## src/rtl/fir_filter_param.sv

```systemverilog
// rtl/fir_filter_param.sv - time-multiplexed FIR filter, one MAC per clock, saturating magnitude output
module fir_filter_param #(
  parameter int DATA_W     = 16,
  parameter int COEFF_W    = 16,
  parameter int NUM_TAPS   = 4,
  parameter int SAMPLE_CNT = 1000
) (
  input  logic               clk,
  input  logic               rst,
  input  logic               data_ready,
  input  logic               load_coeff,
  input  logic [DATA_W-1:0]  sample_data,
  input  logic [COEFF_W-1:0] fir_coefficient,
  output logic [DATA_W-1:0]  fir_out,
  output logic               modwait,
  output logic               err,
  output logic               one_k_samples
);

  localparam int KW    = $clog2(NUM_TAPS);
  localparam int PW    = DATA_W + COEFF_W;
  localparam int ACC_W = PW + KW;
  localparam int CNT_W = (SAMPLE_CNT > 1) ? $clog2(SAMPLE_CNT) : 1;

  localparam logic [KW-1:0]    K_LAST   = KW'(NUM_TAPS - 1);
  localparam logic [KW-1:0]    K_ONE    = KW'(1);
  localparam logic [CNT_W-1:0] CNT_LAST = CNT_W'(SAMPLE_CNT - 1);
  localparam logic [CNT_W-1:0] CNT_ONE  = CNT_W'(1);

  typedef enum logic [1:0] {IDLE, MAC, DONE} state_t;

  state_t state_q, state_d;

  logic dr_s1_q, dr_s2_q, dr_s3_q;
  logic lc_s1_q, lc_s2_q, lc_s3_q;
  logic dr_ev, lc_ev;

  logic signed [DATA_W-1:0]  samples_q [NUM_TAPS];
  logic signed [COEFF_W-1:0] coeffs_q  [NUM_TAPS];

  logic [KW-1:0]            k_q, k_d;
  logic [KW-1:0]            cidx_q, cidx_d;
  logic signed [ACC_W-1:0]  acc_q, acc_d;
  logic [CNT_W-1:0]         cnt_q, cnt_d;
  logic [DATA_W-1:0]        fir_out_q, fir_out_d;
  logic                     err_q, err_d;
  logic                     one_k_q, one_k_d;

  // A coefficient arriving together with a sample is parked until DONE so
  // the sample in flight still sees the old coefficient at that slot.
  logic                     pend_vld_q;
  logic [KW-1:0]            pend_idx_q;
  logic [COEFF_W-1:0]       pend_coeff_q;

  logic                     shift_en, cwr_en, pend_set, pend_apply;
  logic                     err_set, err_clr;

  logic signed [PW-1:0]     prod;
  logic [ACC_W-1:0]         prod_ext;
  logic signed [ACC_W-1:0]  res;
  logic [ACC_W-1:0]         mag;
  logic                     sat;

  assign dr_ev = dr_s2_q & ~dr_s3_q;
  assign lc_ev = lc_s2_q & ~lc_s3_q;

  assign prod     = samples_q[k_q] * coeffs_q[k_q];
  assign prod_ext = {{KW{prod[PW-1]}}, prod};
  assign res      = acc_q >>> (COEFF_W - 1);
  assign mag      = res[ACC_W-1] ? -res : res;
  assign sat      = |mag[ACC_W-1:DATA_W];

  assign fir_out       = fir_out_q;
  assign modwait       = (state_q != IDLE);
  assign err           = err_q;
  assign one_k_samples = one_k_q;

  // Two-flop synchronisers followed by one delay flop for rising-edge detection
  always_ff @(posedge clk or posedge rst) begin
    if (rst) begin
      dr_s1_q <= 1'b0; dr_s2_q <= 1'b0; dr_s3_q <= 1'b0;
      lc_s1_q <= 1'b0; lc_s2_q <= 1'b0; lc_s3_q <= 1'b0;
    end else begin
      dr_s1_q <= data_ready; dr_s2_q <= dr_s1_q; dr_s3_q <= dr_s2_q;
      lc_s1_q <= load_coeff; lc_s2_q <= lc_s1_q; lc_s3_q <= lc_s2_q;
    end
  end

  // Next-state, accumulator, counter and flag logic
  always_comb begin
    state_d    = state_q;
    k_d        = k_q;
    acc_d      = acc_q;
    cidx_d     = cidx_q;
    cnt_d      = cnt_q;
    fir_out_d  = fir_out_q;
    one_k_d    = 1'b0;
    shift_en   = 1'b0;
    cwr_en     = 1'b0;
    pend_set   = 1'b0;
    pend_apply = 1'b0;
    err_set    = 1'b0;
    err_clr    = 1'b0;
    unique case (state_q)
      IDLE: begin
        if (lc_ev) begin
          cidx_d = (cidx_q == K_LAST) ? '0 : cidx_q + K_ONE;
          if (dr_ev) pend_set = 1'b1;
          else       cwr_en   = 1'b1;
        end
        if (dr_ev) begin
          shift_en = 1'b1;
          acc_d    = '0;
          k_d      = '0;
          state_d  = MAC;
        end
      end
      MAC: begin
        acc_d   = acc_q + prod_ext;
        k_d     = k_q + K_ONE;
        err_set = dr_ev | lc_ev;
        if (k_q == K_LAST) begin
          k_d     = '0;
          state_d = DONE;
        end
      end
      DONE: begin
        fir_out_d  = sat ? '1 : mag[DATA_W-1:0];
        err_set    = dr_ev | lc_ev | sat;
        err_clr    = ~sat;
        pend_apply = pend_vld_q;
        if (cnt_q == CNT_LAST) begin
          cnt_d   = '0;
          one_k_d = 1'b1;
        end else begin
          cnt_d = cnt_q + CNT_ONE;
        end
        state_d = IDLE;
      end
      default: state_d = IDLE;
    endcase
    err_d = err_set ? 1'b1 : (err_clr ? 1'b0 : err_q);
  end

  // Control and status registers
  always_ff @(posedge clk or posedge rst) begin
    if (rst) begin
      state_q   <= IDLE;
      k_q       <= '0;
      acc_q     <= '0;
      cidx_q    <= '0;
      cnt_q     <= '0;
      fir_out_q <= '0;
      err_q     <= 1'b0;
      one_k_q   <= 1'b0;
    end else begin
      state_q   <= state_d;
      k_q       <= k_d;
      acc_q     <= acc_d;
      cidx_q    <= cidx_d;
      cnt_q     <= cnt_d;
      fir_out_q <= fir_out_d;
      err_q     <= err_d;
      one_k_q   <= one_k_d;
    end
  end

  // Delay line, coefficient bank and deferred coefficient write
  always_ff @(posedge clk or posedge rst) begin
    if (rst) begin
      for (int i = 0; i < NUM_TAPS; i++) begin
        samples_q[i] <= '0;
        coeffs_q[i]  <= '0;
      end
      pend_vld_q   <= 1'b0;
      pend_idx_q   <= '0;
      pend_coeff_q <= '0;
    end else begin
      if (shift_en) begin
        samples_q[0] <= sample_data;
        for (int i = 1; i < NUM_TAPS; i++) samples_q[i] <= samples_q[i-1];
      end
      if (cwr_en) coeffs_q[cidx_q] <= fir_coefficient;
      if (pend_set) begin
        pend_vld_q   <= 1'b1;
        pend_idx_q   <= cidx_q;
        pend_coeff_q <= fir_coefficient;
      end else if (pend_apply) begin
        pend_vld_q             <= 1'b0;
        coeffs_q[pend_idx_q]   <= pend_coeff_q;
      end
    end
  end

endmodule

```

## config.mk

```make
export PLATFORM = sky130hd
export DESIGN_NAME = fir_filter_param
export DESIGN_NICKNAME = d
export VERILOG_FILES = /design/src/rtl/fir_filter_param.sv
export SDC_FILE = /design/constraint.sdc
export NUM_CORES = 1
export LEC_CHECK = 0
export ABC_AREA = 0
export CAP_MARGIN = 10
export CORE_MARGIN = 8
export CORE_UTILIZATION = 50
export DETAILED_ROUTE_END_ITERATION = 10
export PLACE_DENSITY = 0.76
export SETUP_SLACK_MARGIN = 0.5
export SLEW_MARGIN = 0
export SYNTH_ARGS = -nofsm -noshare
export SYNTH_HDL_FRONTEND = slang
export SYNTH_SLANG_ARGS = --single-unit
```

## constraint.sdc

```tcl
create_clock -name clk -period 10 [get_ports clk]
set_input_delay 1.5 -clock clk [delete_from_list [all_inputs] [get_ports clk]]
set_output_delay 1.5 -clock clk [all_outputs]
set_load 0.05 [all_outputs]
```

==> key figures <==
Outcome
  – Status: completed

Timing
  – Final hold vios: 0
  – Worst hold slack: 0.3489 ns
  – Slew of the pin with the lowest slew margin: 1.086 ns
  – FMAX: 109.6 MHz
  – Final setup viols: 0
  – Minimum clock period: 9.121 ns
  – Setup TNS: 0 ns
  – Slew Limit Fails: 0
  – Worst Skew: 0.01607 ns
  – RSZ-0062 raised after global routing: false
  – Worst slew margin: 27.42%
  – Tcrit/Tclk final: 91.21%

Global routing
  – Aggregate global-route resource usage: 19.45%
  – Initial antenna violation count: 0
  – Largest net degree at the start of global routing: 84
  – First-pass GRT wire length: 80430 um
  – GRT overflow: 0
  – Number of global-route vias before repair: 16439

Clocking
  – Clock sinks: 221
  – H-tree depth: 1
  – CTS tree: built
  – Hold-fix buffers, CTS: 0
  – Clock transition at path regs: 0.06 ns
  – Clock root cell: clkbuf_16
  – Clock Latency Late Sink: 0.54 ns
  – Clock Path Buffers: 3
  – CTS Buf Count: 25

Critical path
  – Flop2flop setup slack: 0.88 ns
  – Worst R2R Start: k_q[0]
  – Worst Setup Path Type: reg2reg
  – R2R depth: 35
  – Setup crit start kind: flop
  – Slowest CP cell: mux4_2
  – Largest stage delay, worst path: 0.59 ns
  – Most common cell on crit path: fa_1
  – CP Max Fanout: 18
  – Crit path capture type: flop
  – Critical Path RT: 10.45 ns
  – Data arrival, critical path: 9.58 ns
  – Worst R2R End: acc_q[33]

Hold path
  – Worst hold path startpoint: lc_s1_q
  – Hold Path End: lc_s2_q
  – Hold path depth: 0
  – Worst Hold Class: reg2reg

Floorplanning
  – Height of the die: 223 um
  – Starting Density: 50.18%
  – I/O pins: 55
  – Core Rows: 76
  – Die X: 223 um
  – Core Area: 42700 um2
  – Die area: 49730 um2

Run
  – Max_cap viols: 0

Placed design
  – DP HPWL: 36050 um
  – Gpl congestion: 0.8851
  – Number of port buffers: 54

Final layout
  – Layout Nets: 2670
  – FF+latch area: 5532 um2
  – Area occupied by multi-input gates: 14600 um2
  – Commonest non-fill, non-tap cell in the layout: inv_1
  – Share of layout cells above drive strength 1: 12.51%
  – Fin util: 56.71%
  – FILL cells: 3519
  – Commonest cells after routing, fill and taps aside: 339 x inv_1, 262 x fa_1, 253 x nand2_1, 220 x dfrtp_1, 125 x ha_1
  – # diodes: 0
  – Area Growth Syn to Fin: 13.01%

Yosys
  – Post-synth EDFFs: 0
  – Synth Area per Inst: 9.928 um2
  – Synthesized instance count: 2158
  – Ys flop type: dfrtp_1
  – Post-synthesis cell area: 21420 um2
  – Register area share after synthesis: 25.81%
  – FF+latch count, synth: 221
  – Post-synth ARST share: 100.0%
  – Yosys warns: 0
  – Syn Nets: 2583
  – Yosys cell types: 69

Routing
  – Detailed Routing Iterations Pass 1: 5
  – Wire length per cell: 18.17 um
  – First DRT Iteration DRCs: 999
  – Via Count: 15720
  – Antenna viol nets, final: 0
  – DRC Markers: 0
  – Via/cell ratio: 5.596
  – Routed Wire Length: 51040 um
## worst max-delay path, delay by kind of cell (launching register included)
| kind | cells | cell delay (ns) |
|---|---|---|
| fa+ha+maj | 8 | 3.46 |
| compound gates | 13 | 2.33 |
| simple gates | 4 | 0.98 |
| buf+inv | 7 | 0.75 |
| mux | 1 | 0.59 |
| flops | 1 | 0.52 |
| xor+xnor | 2 | 0.37 |
## sequential cells by signal, summed over array words and instances, names as in the netlist, 2 cells and up
| register | flops |
|---|---|
| coeffs_q | 64 |
| samples_q | 64 |
| acc_q | 34 |
| state_q | 2 |
| cidx_q | 2 |
| k_q | 2 |
| pend_idx_q | 2 |
| cnt_q | 10 |
| fir_out | 16 |
| pend_coeff_q | 16 |
## synthesized netlist by cell type, types with 8 or more instances
library cell	instances	share of area, %
inv_1	340	6.0
fa_1	263	25
nand2_1	254	4.5
dfrtp_1	221	26
a21o_1	16	0.56
o31ai_1	10	0.35
nand2b_1	16	0.47
a21oi_1	88	2.1
nor2_1	125	2.2
mux4_2	28	2.9
nand3_1	9	0.21
xnor2_1	63	2.6
o21ai_0	110	2.6
clkbuf_1	72	1.3
nor2b_1	24	0.70
o21a_1	9	0.32
ha_1	126	7.4
mux2_2	87	4.6
mux2i_1	69	3.2
o21bai_1	8	0.28
xor2_1	20	0.82
and2_1	77	2.2
nor3_1	20	0.47
## metal layers
layer  up-vias  routed length, um  global-route usage [%]
met3       141               2702                   2.508
met5         -                  0                       0
li1       7152                  -                       -
met2       468              26350                   35.17
met4         0               2016                   7.455
met1      7959              19980                   23.35
## logic make-up (layout without fill, tap and decap cells)
group                      count (synthesis)  in the layout  share of synthesized area, %
buffers and inverters                    419            517                         7.364
xor gates and xnor gates                  83             83                         3.393
adders and majority gates                389            389                         31.93
AOI/OAI and AO/OA                        301            301                         8.854
DFF                                      221            221                         25.81
and+or+nand+nor                          561            561                         11.90
muxes                                    184            191                         10.74
## how the worst max path moves through the flow
stage,startpoint,end,cells after the start
floorplan,k_q[0],acc_q[33],36
global placement,k_q[0],acc_q[32],35
detailed placement,k_q[0],acc_q[33],35
CTS,k_q[0],acc_q[33],35
global route,k_q[0],acc_q[32],38
finish,k_q[0],acc_q[33],35
## final cells by class
type / count / area share, %
multi-input combinational: 1525 / 60.29
sequential: 221 / 22.85
timing repair buffer: 132 / 5.307
inverter: 340 / 5.302
clock buffer: 34 / 3.013
tap: 546 / 2.822
clock inverter: 11 / 0.4186
## metrics by stage
step / cells / worst slack (ns) / area [um2]
6_report: 2809 / 0.8791 / 24210
5_1_grt: 2809 / 0.4887 / 24210
4_1_cts: 2741 / 0.5394 / 23360
3_5_place_dp: 2696 / 0.5506 / 22530
3_3_place_gp: 2696 / 0.7979 / 22530
2_1_floorplan: 2158 / 0.9708 / 21420
## timing repair
| item | 4_1_cts | 5_1_grt |
|---|---|---|
| gates resized for setup | 0 | 28 |
| buffers inserted | 0 | 58 |
| endpoints found under the setup margin | 0 | 9 |
Power is left out: the tool's default activity adds up to more than one toggle a clock period on the data nets, which glitch-free logic cannot reach.
